### src/rtl/exp_display_sequencer.sv
// Exponentiation sequencer: computes a**n by repeated multiply, then
// hands the result to a display writer and waits (bounded) for completion.
module exp_display_sequencer #(
  parameter logic [31:0] DISP_TIMEOUT = 32'd2_000_000
) (
  input  logic        clk,
  input  logic        rst,
  input  logic        go,
  input  logic [7:0]  a_in,
  input  logic [7:0]  n_in,
  input  logic        disp_done,
  output logic        disp_start,
  output logic [7:0]  a_out,
  output logic [7:0]  n_out,
  output logic [15:0] res_out,
  output logic        busy,
  output logic        overflow,
  output logic        disp_err,
  output logic        done
);

  typedef enum logic [2:0] {
    IDLE      = 3'd0,
    LOAD      = 3'd1,
    MUL       = 3'd2,
    DISP_REQ  = 3'd3,
    DISP_WAIT = 3'd4,
    FINISH    = 3'd5
  } state_t;

  state_t      state, state_n;
  logic [7:0]  cnt, cnt_n;
  logic [31:0] tcnt, tcnt_n;
  logic [7:0]  a_n, n_n;
  logic [15:0] res_n;
  logic        ovf_n, err_n;
  logic [23:0] prod;

  assign prod = {8'h00, res_out} * {16'h0000, a_out};

  always_ff @(posedge clk or posedge rst) begin
    if (rst) begin
      state    <= IDLE;
      cnt      <= 8'h00;
      tcnt     <= 32'h0;
      a_out    <= 8'h00;
      n_out    <= 8'h00;
      res_out  <= 16'h0000;
      overflow <= 1'b0;
      disp_err <= 1'b0;
    end else begin
      state    <= state_n;
      cnt      <= cnt_n;
      tcnt     <= tcnt_n;
      a_out    <= a_n;
      n_out    <= n_n;
      res_out  <= res_n;
      overflow <= ovf_n;
      disp_err <= err_n;
    end
  end

  always_comb begin
    state_n = state;
    cnt_n   = cnt;
    tcnt_n  = tcnt;
    a_n     = a_out;
    n_n     = n_out;
    res_n   = res_out;
    ovf_n   = overflow;
    err_n   = disp_err;
    case (state)
      IDLE: begin
        if (go) begin
          a_n     = a_in;
          n_n     = n_in;
          cnt_n   = n_in;
          res_n   = 16'h0001;
          ovf_n   = 1'b0;
          err_n   = 1'b0;
          state_n = LOAD;
        end
      end
      LOAD: begin
        state_n = (cnt != 8'h00) ? MUL : DISP_REQ;
      end
      MUL: begin
        res_n = prod[15:0];
        if (prod[23:16] != 8'h00) ovf_n = 1'b1;
        cnt_n = cnt - 8'd1;
        // cnt==0 is unreachable here; treat it as the last iteration
        if (cnt <= 8'd1) begin
          cnt_n   = 8'h00;
          state_n = DISP_REQ;
        end
      end
      DISP_REQ: begin
        tcnt_n  = 32'h0;
        state_n = DISP_WAIT;
      end
      DISP_WAIT: begin
        if (disp_done) begin
          state_n = FINISH;
        end else begin
          tcnt_n = tcnt + 32'd1;
          if (tcnt_n >= DISP_TIMEOUT) begin
            err_n   = 1'b1;
            state_n = FINISH;
          end
        end
      end
      FINISH: begin
        state_n = IDLE;
      end
      default: begin
        state_n = IDLE;
      end
    endcase
  end

  assign busy       = (state != IDLE);
  assign disp_start = (state == DISP_REQ);
  assign done       = (state == FINISH);

endmodule

### config.mk
export PLATFORM = sky130hd
export DESIGN_NAME = exp_display_sequencer
export DESIGN_NICKNAME = d
export VERILOG_FILES = /design/src/rtl/exp_display_sequencer.sv
export SDC_FILE = /design/constraint.sdc
export NUM_CORES = 1
export LEC_CHECK = 0
export CAP_MARGIN = 15
export CORE_AREA = 2 2 128 130
export CTS_CLUSTER_SIZE = 24
export DETAILED_ROUTE_END_ITERATION = 6
export DIE_AREA = 0 0 130 132
export PLACE_DENSITY = 0.8
export RECOVER_POWER = 50
export SYNTH_ARGS = -nofsm -noshare
export SYNTH_HDL_FRONTEND = slang
export SYNTH_SLANG_ARGS = --single-unit
### constraint.sdc
create_clock -name clk -period 9.6 [get_ports clk]
set_input_delay 1.44 -clock clk [delete_from_list [all_inputs] [get_ports clk]]
set_output_delay 1.44 -clock clk [all_outputs]
set_load 0.01 [all_outputs]
==> out/metrics.csv, run 1 <==
metric;value;unit
finalCritPeriodShare;59.1;%
synthDominantCellAreaShare;23.3;%
wl;19.8;mm
multiInputGateArea;5740;um^2
max-cap-violations;1;
grt_pass1_vias;6924;
endpoint_kind;asynchronous set/reset pin;
rsz0062_at_grt;false;
clk_pin_slew;60;ps
synth_edf_count;0;
drtPass1Iterations;7;
cts_hold_buf;0;
async_reset_ff_share;100;%
area_growth;11.8;%
ios;57;
antenna_found_initial;0;
ctsLongestPathBuffers;2;
cp.required;9050;ps
gp_congestion;0.879;
synth.largest_area_cell;dfrtp_1;
post_cts_resized;0;
hpwl;14.4;mm
ys_seq_area_share;23.3;%
p_leak;0.00444;uW
diodes;0;
violations;max-capacitance violations, max-slew violations;
initial_core_util;52.5;%
post_route_cells_drive_above_1_share;3.03;%
fp-row-count;46;
setup_viol;0;
worst_pin_slew;4290;ps
hold_violations;0;
ant_nets;0;
tns;0;ps
crit_fanout;77;
power;3340;uW
synth_nets;1113;
yosys_warnings;0;
crit_path_start_kind;primary input;
final_nets;1138;
drc;0;
vias;6886;
track_usage;24.9;%
cts.sinks;77;
insertion_delay;340;ps
slew_headroom;-186;%
synth_area_leaders;dfrtp_1, fa_1, and2_1;
coreArea;15700;um^2
arrival;5120;ps
hold_class;reg -> reg;
layoutNonFillerInstCount;1207;
finalCriticalPeriod;5680;ps
grt_pass1_wl;34.6;mm
die_h;132;um
postCtsSetupBuffers;0;
grt_max_degree;78;
die-area;17200;um^2
wl_per_cell;16.4;um
synth.distinct_cells;67;
netlist_area;8260;um^2
synthFlopType;dfrtp_1;
final_area;9230;um^2
via_per_inst;5.71;
clock.fmax;0.176;GHz
crit_type;in -> async;
dieWidth;130;um
cts_buffers;9;
seqCellArea;1930;um^2
h-tree-depth;3;
fin_worst_skew;5.71;ps
cts_root_buf;clkbuf_16;
dp.cells;1191;
drt_iter0_markers;614;
syn_avg_cell_area;8.59;um^2
num-fill-cells;1353;
power_density;362;nW/um^2
grt_overflow;0;
numPortBuffers;56;
cts_tree;done;
netlist_instances;961;
peakVddDrop;0.196;mV
ys_ff_latch;77;
status;finished, violations left;
placed_area;8940;um^2
slew_viol_final;78;
-- synth_stat cells (2+ instances only) --
cell,count
and2_1,100
buf_1,2
a211oi_1,4
or3_1,5
nor3b_1,4
o21ai_0,71
a21oi_1,27
o21bai_1,3
nand4_1,14
nor4_1,3
inv_1,109
nand2_1,140
o211ai_1,4
ha_1,48
a21o_1,17
a41oi_1,5
a22oi_1,3
buf_2,6
and3_1,16
o22a_1,2
o31ai_1,9
and4_1,2
nor2_1,44
o21a_1,2
and4b_1,2
nand3_1,20
fa_1,84
a211o_1,2
o311ai_0,7
a221oi_1,3
a22o_1,5
o21ai_1,2
nor3_1,12
nor4b_4,2
nor2b_1,5
dfrtp_1,77
clkbuf_1,37
a31oi_1,7
mux2i_1,6
xnor2_1,16
xor2_1,8
-- metrics by stage --
step                utilization [%]  hold slack, ps  worst slack (ps)
floorplan                         -             474              4500
global placement               56.9             459              4260
detailed placement             56.9             468              4150
CTS                            58.8             482              4100
global route                   58.8             499              3050
finish                         58.8             473              3920
-- cells in the final DEF (no fill, tap or decap), drive strengths merged, types with 13 or more instances in the layout --
master	Yosys	layout
and2	101	101
nor2	44	44
xnor2	16	16
nand4	15	15
a21o	17	17
fa	84	84
ha	48	48
and3	16	16
o21ai	73	73
nand2	140	140
clkdlybuf4s50	0	43
nand3	20	20
dlygate4sd3	0	13
inv	109	109
nor3	13	13
a21oi	27	27
dfrtp	77	77
-- metal layers --
layer	track usage (%)	vias to the layer above	share of wire, %
met5	0	-	0
li1	-	3242	-
met1	36.8	3413	46
met2	38.8	211	48
met4	4.18	0	0.91
met3	4.55	20	5.3
-- registers in the layout, summed over array words and instances, names as in the netlist --
name,count
a_out,8
cnt,8
disp_err,1
n_out,8
overflow,1
res_out,16
state,3
tcnt,32
-- layout make-up --
class	instances	share of cell area [%]
Inverter	109	4.45
Clock buffer	9	2.44
Multi-Input combinational cell	729	62.2
Sequential cell	77	20.9
Clock inverter	7	0.800
Timing Repair Buffer	60	6.32
Tap cell	216	2.93
-- cells by family (layout without fill, tap and decap cells) --
| group | count (synthesis) | after routing | share of synthesized area (%) |
|---|---|---|---|
| DFF | 77 | 77 | 23.3 |
| adders and majority gates | 133 | 133 | 27.8 |
| muxes | 7 | 7 | 0.864 |
| and+or+nand+nor | 382 | 382 | 24.2 |
| buffers and inverters | 155 | 185 | 7.23 |
| AOI/OAI and AO/OA | 183 | 183 | 14.1 |
| xor gates and xnor gates | 24 | 24 | 2.55 |
-- report_power, final --
| group | internal, uW | leakage, uW | switching, uW |
|---|---|---|---|
| Combinational | 987 | 0.00329 | 1380 |
| Sequential | 413 | 0.00102 | 211 |
| Clock | 202 | 0.000134 | 146 |
| Total | 1600 | 0.00444 | 1740 |
-- final timing paths --
kind | from | to | slack (ps) | cells past startpoint
max in group clk | a_out[4] | overflow | 4020 | 17
min in group asynchronous | rst | a_out[7] | 3250 | 3
worst min register to register | n_out[3] | n_out[3] | 470 | 2
worst min-delay path | n_out[3] | n_out[3] | 470 | 2
worst max-delay path | rst | tcnt[17] | 3920 | 3
worst max register to register | a_out[4] | overflow | 4020 | 17
-- worst max-delay path: stages --
cell	delay, ps
dlygate4sd3_1	550
clkinvlp_2	70
clkbuf_1	2980
No activity file was read; power rests on OpenSTA's default activity.
==> run 2, diff against run 1 <==
--- a/config.mk
+++ b/config.mk
@@ -10,7 +10,7 @@
 export CTS_CLUSTER_SIZE = 24
 export DETAILED_ROUTE_END_ITERATION = 6
 export DIE_AREA = 0 0 130 132
-export PLACE_DENSITY = 0.8
+export PLACE_DENSITY = 0.83
 export RECOVER_POWER = 50
 export SYNTH_ARGS = -nofsm -noshare
 export SYNTH_HDL_FRONTEND = slang
==> constraint.sdc (replaced) <==
create_clock -name clk -period 4.8 [get_ports clk]
set_input_delay 0.72 -clock clk [delete_from_list [all_inputs] [get_ports clk]]
set_output_delay 0.72 -clock clk [all_outputs]
set_load 0.01 [all_outputs]
==> run 2 against run 1 <==
Compared with the run above:
- the flow finishes with violations (max-capacitance violations, max-slew violations, negative setup slack)
- clock-buffer cell count is 2 higher
- via count is 8.6% higher
- die area stayed put
- utilization is 5.2 points higher
- non-clock buffer count is 78 higher
- routed wire length is 17% higher
- global-route usage is 2.1 points higher
- highest routed layer unchanged
- design area is 8.9% higher
- critical path depth is 15 higher
- setup slack worse by 4100 ps
- critical endpoint is now overflow
- first-iteration DRC count is 27% higher
==> out/metrics.csv, run 2 (same netlist as run 1, synthesis figures left out) <==
metric;value;unit
status;finished, violations left;
violations;max-capacitance violations, max-slew violations, negative setup slack;
crit_path_start_kind;register;
drt_iter0_markers;779;
mostFrequentLayoutCells;nand2_1, inv_1, and2_1;
pre_cts_slack;-140;ps
layout_commonest_cell;nand2_1;
fp-row-count;46;
arrival;5200;ps
slew_viol_final;80;
diodes;0;
clk_pin_slew;60;ps
finalCritPeriodShare;104;%
wl_per_cell;17.9;um
worstPathCellList;buf_12 -> nand2_1 -> fa_1 -> inv_1 -> fa_1 -> fa_1 -> inv_1 -> fa_1 -> inv_1 -> ha_1 -> a21o_1 -> a21o_1 -> a221oi_2 -> o31ai_4 -> and4b_1 -> nor3_2 -> o2111a_1 -> a41oi_1;
hold_violations;0;
drtPass1Iterations;5;
crit_top_cell;fa_1;
post_route_cells_drive_above_1_share;14.0;%
initial_core_util;52.5;%
slowest_stage;fa_1;
fin_ws;-191;ps
finalCriticalPeriod;4990;ps
grt_overflow;0;
insertion_delay;350;ps
die_h;132;um
gp_congestion;0.928;
max-cap-violations;2;
drc;0;
slew_headroom;-56.2;%
wl;23.0;mm
crit_buf_inv;4;
via_per_inst;5.82;
final_nets;1216;
setup_viol;2;
area_growth;21.8;%
dieWidth;130;um
cts_buffers;9;
cts_tree;done;
placed_area;9400;um^2
worst_pin_slew;2330;ps
crit_start;a_out[4];
grt_pass1_wl;37.0;mm
biggestRegsByFlops;tcnt: 32 flops, res_out: 16 flops;
multiInputGateArea;5950;um^2
ant_nets;0;
rsz0062_at_grt;true;
min_from;n_out[4];
clock.fmax;0.200;GHz
die-area;17200;um^2
vias;7479;
numPortBuffers;56;
cp_top_family;adder cells;
ctsLongestPathBuffers;2;
largest_register_ffs;32;
top_register;tcnt;
grt_max_degree;52;
coreArea;15700;um^2
slowest_delay;550;ps
track_usage;27.0;%
cts.sinks;77;
grt_pass1_vias;7523;
endpoint_kind;register;
timing.rr.start;a_out[4];
hpwl;15.7;mm
h-tree-depth;3;
seqCellArea;1940;um^2
antenna_found_initial;0;
final_area;10100;um^2
cts_hold_buf;0;
ios;57;
hold_class;reg -> reg;
num-fill-cells;1195;
crit_fanout;6;
fin_worst_skew;10.5;ps
crit_type;reg -> reg;
cts_root_buf;clkbuf_16;
cp.required;5010;ps
-- run 2: timing repair --
item / in CTS / in global routing
resized for setup: 26 / 21
setup endpoints to repair: 1 / 3
pin swaps: 17 / 35
buffers inserted: 14 / 5
cloned: 0 / 0
-- run 2: final timing paths --
path	endpoint	slack [ps]	cells after the start
max	overflow	-190	18
min	n_out[4]	480	2
max reg2reg	overflow	-190	18
min reg2reg	n_out[4]	480	2
max in group asynchronous	res_out[11]	1060	3
min in group asynchronous	n_out[2]	1450	2
-- run 2: worst min-delay path, cell delays in order, from the launching register on --
cell,delay [ps]
dfrtp_1,340
nand2_1,50
nand2_1,60
-- run 2: per-stage QoR --
stage                     std cells  util, %  hold slack, ps  TNS (ps)
after floorplan                 961        -             474         0
after detailed placement       1250     59.8             467      -140
after CTS                      1280     63.3             482         0
after global placement         1250     59.8             459     -18.8
after global routing           1285     64.0             498      -656
final                          1285     64.0             479      -293
-- run 2: layout make-up --
class	count	area share, %
Sequential cell	77	19.3
Timing Repair Buffer	138	11.8
Tap cell	216	2.69
Clock buffer	11	2.41
Clock inverter	5	0.585
Multi-Input combinational cell	729	59.2
Inverter	109	4.08
-- run 2: per-layer routing --
| metal | GRT usage [%] | part of all wire [%] | routed length (um) | up-vias |
|---|---|---|---|---|
| li1 | - | - | - | 3409 |
| met1 | 36.0 | 41 | 9430 | 3666 |
| met2 | 44.0 | 49 | 11200 | 328 |
| met3 | 5.88 | 7.3 | 1670 | 76 |
| met4 | 8.00 | 3.2 | 746 | 0 |
| met5 | 0 | 0 | 0 | - |
Power of run 2 is not shown: default switching activity piles up to over one toggle a cycle in this logic, so the estimate is an artifact.
==> run 3, diff against run 2 <==
==> constraint.sdc (replaced) <==
create_clock -name clk -period 4.8 [get_ports clk]
set_input_delay 0.72 -clock clk [delete_from_list [all_inputs] [get_ports clk]]
set_output_delay 0.72 -clock clk [all_outputs]
set_load 0.02 [all_outputs]
==> run 3 against run 2 <==
Compared with the run above:
- register-to-register slack worse by 40 ps
- cell count fell by 0.54%
- non-clock buffer count decreased by 8
- largest cell class unchanged
- clock skew decreased by 3.2 ps
- the flow still finishes with violations (max-capacitance violations, max-slew violations, negative setup slack)
==> out/metrics.csv, run 3 (same netlist as run 1, synthesis figures left out) <==
metric;value;unit
layoutNonFillerInstCount;1278;
ios;57;
timing.rr.start;a_out[4];
met3_length;1.65;mm
met2_length;11.5;mm
numPortBuffers;56;
top_register;tcnt;
drtPass1Iterations;5;
finalCriticalPeriod;5030;ps
track_usage;27.4;%
cts_root_buf;clkbuf_16;
ant_nets;0;
endpoint_kind;register;
ctsLongestPathBuffers;2;
slew_headroom;-69.4;%
drt_iter0_markers;655;
fp-row-count;46;
num-fill-cells;1220;
grt_overflow;0;
cts_buffers;9;
mostFrequentLayoutCells;nand2_1, inv_1, and2_1;
r2r_cells;17;
met1_length;9.44;mm
hold_depth;2;
die_h;132;um
rsz0062_at_grt;true;
violations;max-capacitance violations, max-slew violations, negative setup slack;
vias;7494;
crit_path_start_kind;register;
antenna_found_initial;1;
min_from;n_out[4];
worst_pin_slew;2530;ps
top_layer;met4;
grt_pass1_wl;37.7;mm
utilization;64.3;%
setup_viol;1;
insertion_delay;350;ps
cts_tree;done;
wl_per_cell;18.5;um
wl;23.6;mm
finalCritPeriodShare;105;%
coreArea;15700;um^2
hold_class;reg -> reg;
dp.cells;1243;
min_to;n_out[4];
final_area;10100;um^2
largest_register_ffs;32;
biggestRegsByFlops;tcnt: 32 flops, res_out: 16 flops;
clk_pin_slew;70;ps
r2r_end;overflow;
dieWidth;130;um
fin_ws;-227;ps
h-tree-depth;3;
cts.sinks;77;
arrival;5240;ps
area_growth;22.3;%
placed_area;9370;um^2
grt_pass1_vias;7727;
r2r_setup_slack;-230;ps
hpwl;15.8;mm
crit_start;a_out[4];
layout_commonest_cell;nand2_1;
fin_worst_skew;7.30;ps
slew_viol_final;57;
status;finished, violations left;
initial_core_util;52.5;%
via_per_inst;5.86;
crit_fanout;5;
grt_max_degree;57;
gp_congestion;0.915;
max-cap-violations;1;
post_route_cells_drive_above_1_share;14.4;%
clock.fmax;0.199;GHz
hold_violations;0;
cp.required;5020;ps
drc;0;
die-area;17200;um^2
crit_type;reg -> reg;
final_nets;1208;
[run 3: cell types whose count changed in the layout (fill, tap and decap cells not counted), sizes merged]
cell,change
clkinv,+1
buf,-8
clkinvlp,-1
diode,+1
[run 3: layout make-up]
| type | count | area (um^2) | share of cell area, % |
|---|---|---|---|
| diodes | 1 | 2.50 | 0.0248 |
| clock buffers | 11 | 233 | 2.30 |
| clock inverters | 5 | 60.1 | 0.595 |
| inverters | 109 | 410 | 4.06 |
| multi-input cells | 729 | 6060 | 60.0 |
| flip-flops and latches | 77 | 1930 | 19.2 |
| well taps | 216 | 270 | 2.68 |
| repair buffers | 130 | 1130 | 11.2 |
[run 3: routing by layer]
| metal | global-route usage (%) | vias to the layer above |
|---|---|---|
| met4 | 10.8 | 0 |
| met2 | 44.3 | 338 |
| met3 | 6.17 | 87 |
| met1 | 35.6 | 3676 |
| li1 | - | 3393 |
| met5 | 0 | - |
[run 3: how the worst max path moves through the flow]
| stage | slack (ps) | to | depth (start not counted) |
|---|---|---|---|
| 6_report | -230 | overflow | 17 |
| 5_1_grt | -350 | overflow | 17 |
| 4_1_cts | 0.3 | overflow | 18 |
| 3_5_place_dp | -120 | overflow | 15 |
| 3_3_place_gp | -20 | overflow | 17 |
| 2_1_floorplan | 4 | overflow | 17 |
[run 3: timing repair]
| item | 4_1_cts | 5_1_grt |
|---|---|---|
| pin swaps | 37 | 37 |
| gates resized for setup | 33 | 30 |
| setup buffers | 14 | 4 |
| hold buffers | 0 | 0 |
| endpoints found under the setup margin | 2 | 4 |
[run 3: worst max-delay path, cell delays in order (launching register included)]
cell      delay [ps]
dfrtp_2          460
buf_12           140
and2_1           160
fa_1             560
fa_1             470
fa_1             560
inv_1             60
fa_1             550
inv_1            100
ha_4             300
a21oi_2          140
o21ai_1           90
a221oi_2         370
o31ai_4          170
and4b_1          220
nor3_2           220
o2111a_1         220
a41oi_2           90
[run 3: stage by stage]
stage / TNS, ps / setup slack (ps) / hold slack [ps]
after global routing: -442 / -348 / 515
after detailed placement: -116 / -116 / 466
after floorplan: 0 / 4.22 / 474
final: -227 / -227 / 474
after global placement: -17.4 / -17.4 / 460
after CTS: 0 / 0.311 / 480
Power of run 3 is left out for the same reason.
